[config.mk]
export PLATFORM = sky130hd
export DESIGN_NAME = adc_gate_sequencer
export DESIGN_NICKNAME = d
export VERILOG_FILES = /design/src/rtl/adc_gate_sequencer.sv
export SDC_FILE = /design/constraint.sdc
export NUM_CORES = 1
export LEC_CHECK = 0
export CORE_MARGIN = 1
export CORE_UTILIZATION = 40
export DETAILED_ROUTE_END_ITERATION = 8
export PLACE_DENSITY = 0.8
export SLEW_MARGIN = 15
export SYNTH_ARGS = -nofsm -noshare
export SYNTH_HDL_FRONTEND = slang
export SYNTH_SLANG_ARGS = --single-unit
[constraint.sdc]
create_clock -name aclk -period 2.85 [get_ports aclk]
set_input_delay 0.4275 -clock aclk [delete_from_list [all_inputs] [get_ports aclk]]
set_output_delay 0.4275 -clock aclk [all_outputs]
set_load 0.01 [all_outputs]
[src/rtl/adc_gate_sequencer.sv]
// adc_gate_sequencer: capture-window sequencer ahead of the biquad8 filter pair.
// A capture edge starts a fixed sequence: pre-delay, pass GATE_LEN ADC beats,
// post-delay, then a reset pulse so the downstream biquads flush.
//
// state  | meaning
// -------+------------------------------------------------------------
// IDLE   | waiting for a capture rising edge, output forced to zero
// PRE    | pre-delay before the window opens
// GATE   | window open, ADC beats pass through to gate_tdata
// POST   | post-delay after the window closes
// RST    | bq_rst_o asserted to flush the downstream biquads
module adc_gate_sequencer #(
    parameter int PRE_DELAY  = 32,
    parameter int GATE_LEN   = 64,
    parameter int POST_DELAY = 64,
    parameter int RST_LEN    = 32,
    parameter int CNTBITS    = 16
) (
    input  logic         aclk,
    input  logic         aresetn,
    input  logic         capture_i,
    input  logic [127:0] adc_tdata,
    input  logic         adc_tvalid,
    output logic         adc_tready,
    output logic [127:0] gate_tdata,
    output logic         gate_tvalid,
    input  logic         gate_tready,
    output logic         bq_rst_o,
    output logic         busy_o,
    output logic         done_o,
    output logic         missed_o
);

    typedef enum logic [2:0] {
        S_IDLE,
        S_PRE,
        S_GATE,
        S_POST,
        S_RST
    } state_t;

    // Each state lasts exactly its parameter in cycles, so the counter loads N-1.
    localparam logic [CNTBITS-1:0] PRE_LD  = CNTBITS'(PRE_DELAY - 1);
    localparam logic [CNTBITS-1:0] GATE_LD = CNTBITS'(GATE_LEN - 1);
    localparam logic [CNTBITS-1:0] POST_LD = CNTBITS'(POST_DELAY - 1);
    localparam logic [CNTBITS-1:0] RST_LD  = CNTBITS'(RST_LEN - 1);

    state_t               state_q, state_d;
    logic [CNTBITS-1:0]   cnt_q, cnt_d;
    logic                 cap_q;
    logic                 missed_q, missed_d;
    logic                 done_d;
    logic                 trig;
    logic [127:0]         gate_q;
    logic                 bq_rst_q, busy_q, done_q, rdy_q;

    // The stream is free-running; the handshake inputs carry no information.
    logic                 unused_handshake;
    assign unused_handshake = adc_tvalid ^ gate_tready;

    assign trig = capture_i & ~cap_q;

    // Next-state, shared down-counter and missed-trigger flag.
    always_comb begin
        state_d  = state_q;
        cnt_d    = cnt_q;
        missed_d = missed_q;
        done_d   = 1'b0;
        if (state_q == S_IDLE) begin
            if (trig) begin
                state_d  = S_PRE;
                cnt_d    = PRE_LD;
                missed_d = 1'b0;
            end
        end else begin
            if (trig) begin
                missed_d = 1'b1;
            end
            if (cnt_q != '0) begin
                cnt_d = cnt_q - CNTBITS'(1);
            end else begin
                unique case (state_q)
                    S_PRE: begin
                        state_d = S_GATE;
                        cnt_d   = GATE_LD;
                    end
                    S_GATE: begin
                        state_d = S_POST;
                        cnt_d   = POST_LD;
                    end
                    S_POST: begin
                        state_d = S_RST;
                        cnt_d   = RST_LD;
                    end
                    default: begin
                        state_d = S_IDLE;
                        cnt_d   = '0;
                        done_d  = 1'b1;
                    end
                endcase
            end
        end
    end

    // State register and registered outputs; decoded flags come from state_d so
    // each output is a plain flop aligned with the state register.
    always_ff @(posedge aclk or negedge aresetn) begin
        if (!aresetn) begin
            state_q  <= S_IDLE;
            cnt_q    <= '0;
            cap_q    <= 1'b1;
            missed_q <= 1'b0;
            gate_q   <= '0;
            bq_rst_q <= 1'b0;
            busy_q   <= 1'b0;
            done_q   <= 1'b0;
            rdy_q    <= 1'b0;
        end else begin
            state_q  <= state_d;
            cnt_q    <= cnt_d;
            cap_q    <= capture_i;
            missed_q <= missed_d;
            gate_q   <= (state_q == S_GATE) ? adc_tdata : '0;
            bq_rst_q <= (state_d == S_RST);
            busy_q   <= (state_d != S_IDLE);
            done_q   <= done_d;
            rdy_q    <= 1'b1;
        end
    end

    assign adc_tready  = rdy_q;
    assign gate_tvalid = rdy_q;
    assign gate_tdata  = gate_q;
    assign bq_rst_o    = bq_rst_q;
    assign busy_o      = busy_q;
    assign done_o      = done_q;
    assign missed_o    = missed_q;

endmodule

==> impl_metrics.py <==
metrics = {
    "routing": {
        "dr_drc_count": 0,
        "post_drt_wl_per_cell_um": 17.1,
        "totalWireLength_um": 14700,
        "ant_nets": 0,
        "avgViaCountPerCell": 4.99,
        "via_count": 4273,
        "firstDrtPassIters": 4,
        "drtIter0Drc": 359,
    },
    "clock_tree": {
        "clk_transition_reported_paths_ns": 0.06,
        "cts_resized": 0,
        "cts_tree": "built",
        "htreeDepth": 4,
        "cts-root-buf": "sky130_fd_sc_hd__clkbuf_16",
        "clock_sinks": 153,
        "max-clock-path-buffers": 2,
        "clk_latency_ns": 0.41,
        "cts_buf_count": 17,
    },
    "logic_synthesis": {
        "synth-compound-area-share": 0.0495,
        "synth_area_per_cell_um2": 12.9,
        "syn-cell-area_um2": 5410,
        "postSynth.asyncResetShare": 1.00,
        "synth.net_count": 552,
        "fraction_of_synthesized_area_in_multiplexers": 0,
        "yosys.area_share.xor_xnor": 0.00162,
        "sequential_to_total_area_share_from_yosys_stat": 0.708,
        "synth_seq_cells": 153,
        "synth_top_family_by_area": "simple AND/OR/NAND/NOR gates",
        "synth.yosys.warnings": 0,
        "yosysTopAreaCellShare": 0.703,
        "yosys-top-cells-area": "sky130_fd_sc_hd__dfrtp_1, sky130_fd_sc_hd__and3_1, sky130_fd_sc_hd__clkbuf_1",
        "synthAdderAreaFrac": 0.00231,
        "yosys.area_share.simple": 0.208,
        "yosys.cell_types.count": 48,
        "netlist.top_cell.by_area": "sky130_fd_sc_hd__dfrtp_1",
        "synthesis.instances": 418,
        "synth_top_flop_cell": "sky130_fd_sc_hd__dfrtp_1",
        "synth_edf_count": 0,
    },
    "place": {
        "portBuffers": 264,
        "place_congestion": 0.853,
        "dp.cells": 825,
        "dp_hpwl_um": 9910,
    },
    "sta": {
        "rsz_0062_raised_after_global_routing": "false",
        "period_minus_slack_ns": 2.62,
        "slew_at_the_pin_closest_to_its_max_slew_limit_ns": 1.02,
        "fmax_ghz": 0.382,
        "finalCritPeriodShare": 0.919,
        "slew_viol_final": 0,
        "timing_hold_violations_final": 0,
        "timing.setup.tns_ns": 0,
        "worst_slew_margin_rel": 0.321,
        "finalClockSkew_ns": 0.00659,
        "finalSetupViolCount": 0,
    },
    "power": {
        "fraction_of_power_spent_switching_nets": 0.292,
        "share_comb_of_total_power": 0.212,
        "cellInternalPower_uw": 4200,
        "power.sequential.fraction": 0.419,
        "power.clock.fraction": 0.369,
        "p_sw_uw": 1730,
        "irDropWorstVdd_mv": 0.562,
        "power.static_leakage_uw": 0.00437,
        "cellPowerDensity_nw_per_um2": 676,
    },
    "die": {
        "std_cell_rows": 42,
        "floorplan.initialDensity": 0.409,
        "ios": 267,
        "die_h_um": 118,
        "coreArea_um2": 13200,
        "die_area_um2": 14000,
        "fp.dieW_um": 118,
    },
    "worst_setup_path": {
        "setup.worst_path.end_class": "register",
        "cp.arrival_ns": 2.93,
        "critical_path_class": "register to register",
        "critPathLaunchType": "register",
        "wp_data_required_ns": 3.16,
        "worst-path-max-fanout": 12,
    },
    "hold_path": {
        "holdCritPathClass": "input pin to register",
    },
    "global_routing": {
        "grt_first_pass_wirelength_um": 23200,
        "initial_antenna_violation_count": 0,
        "globalRouteOverflowTotal": 0,
        "globalRouteTotalUtil": 0.218,
        "vias_in_the_first_global_route": 4307,
        "grt_start_max_net_pins": 136,
    },
    "final_layout": {
        "post_route_cells_drive_above_1_share": 0.0734,
        "number_of_fill_cells_in_the_layout": 965,
        "layout.cells.non_filler": 857,
        "layout.cells.most_common": "sky130_fd_sc_hd__clkdlybuf4s50_1",
        "insertedDiodeCount": 0,
        "multi_input_comb_area_um2": 1420,
        "final_net_count": 803,
        "layout_common_cells": "sky130_fd_sc_hd__clkdlybuf4s50_1, sky130_fd_sc_hd__dfrtp_1, sky130_fd_sc_hd__and3_1",
        "area_delta_synth_final_pct": 62.2,
        "final-seq-area_um2": 3830,
    },
    "run": {
        "max-cap-violations": 0,
    },
    "outcome": {
        "status": "complete, no violations",
    },
}
## power groups by stage
stage	Clock [uW]	Sequential, uW	Combinational [uW]
after floorplan	0	2490	758
after global placement	0	2500	1190
after detailed placement	0	2520	1250
after CTS	2240	2480	1260
after global routing	2330	2510	1390
final	2190	2480	1260
## stage by stage
stage	setup WS [ns]	total power (uW)	utilization	hold WS [ns]	cell area, um2
final	0.231	5930	0.663	0.456	8770
after CTS	0.231	5980	0.663	0.433	8770
after global placement	0.373	3690	0.618	0.424	8190
after floorplan	0.670	3250	-	0.132	5410
after global routing	0.00193	6230	0.663	0.446	8770
after detailed placement	0.247	3770	0.618	0.434	8190
## per-layer routing
metal  share of wire  track usage  routed length (um)  vias up
li1                -            -                   -     1962
met1            0.38        0.252                5650     2080
met2            0.51        0.367                7540      196
met3           0.071       0.0681                1050       35
met4           0.030        0.103                 441        0
met5               0            0                   0        -
## critical path, cell delays in order (launching register included)
cell                       delay, ns
sky130_fd_sc_hd__dfrtp_1        0.43
sky130_fd_sc_hd__inv_1          0.11
sky130_fd_sc_hd__ha_1           0.19
sky130_fd_sc_hd__or3b_4         0.44
sky130_fd_sc_hd__nor4_4         0.42
sky130_fd_sc_hd__a21oi_1        0.37
sky130_fd_sc_hd__or3_4          0.46
sky130_fd_sc_hd__o311ai_1       0.09
## flip-flops by register name, summed over array words and instances (netlist names)
name        flops
adc_tready      1
bq_rst_o        1
busy_o          1
cap_q           1
cnt_q          16
done_o          1
gate_tdata    128
missed_o        1
state_q         3
## final cells by class
cell class,instances,area share
Clock inverter,11,0.0138
Sequential cell,153,0.437
Tap cell,176,0.0251
Multi-Input combinational cell,225,0.162
Inverter,3,0.00128
Timing Repair Buffer,269,0.309
Clock buffer,20,0.0521
## path summary, 6_finish.rpt
kind | from | to | slack (ns) | depth (start not counted)
setup reg to reg | cnt_q[0] | cnt_q[3] | 0.23 | 7
max in group asynchronous | aresetn | gate_tdata[50] | 1.48 | 3
min in group asynchronous | aresetn | gate_tdata[63] | 0.55 | 2
hold / removal | capture_i | cap_q | 0.46 | 1
setup / recovery | cnt_q[0] | cnt_q[3] | 0.23 | 7
hold reg to reg | cnt_q[6] | cnt_q[6] | 0.49 | 2
## cells by family (layout without fill, tap and decap cells)
logic type                 Yosys count  after routing
and+or+nand+nor                    185            185
DFF                                153            153
buffers and inverters               40            303
AOI/OAI and AO/OA                   37             37
adders and majority gates            1              1
other                                1              1
xor gates and xnor gates             1              1
## synthesized netlist by cell type, types with 3 or more instances
master / count
sky130_fd_sc_hd__a21oi_1: 6
sky130_fd_sc_hd__or4_1: 3
sky130_fd_sc_hd__a22o_1: 3
sky130_fd_sc_hd__dfrtp_1: 152
sky130_fd_sc_hd__o21ai_0: 10
sky130_fd_sc_hd__and3_1: 128
sky130_fd_sc_hd__nand2_1: 19
sky130_fd_sc_hd__nand3_1: 5
sky130_fd_sc_hd__nor2_1: 11
sky130_fd_sc_hd__inv_1: 3
sky130_fd_sc_hd__nor3_1: 3
sky130_fd_sc_hd__clkbuf_1: 32
## timing repair
action,4_1_cts,5_1_grt
hold buffers,1,0
endpoints found under the hold margin,58,0
setup buffers,0,0
(Power assumes the default switching activity.)
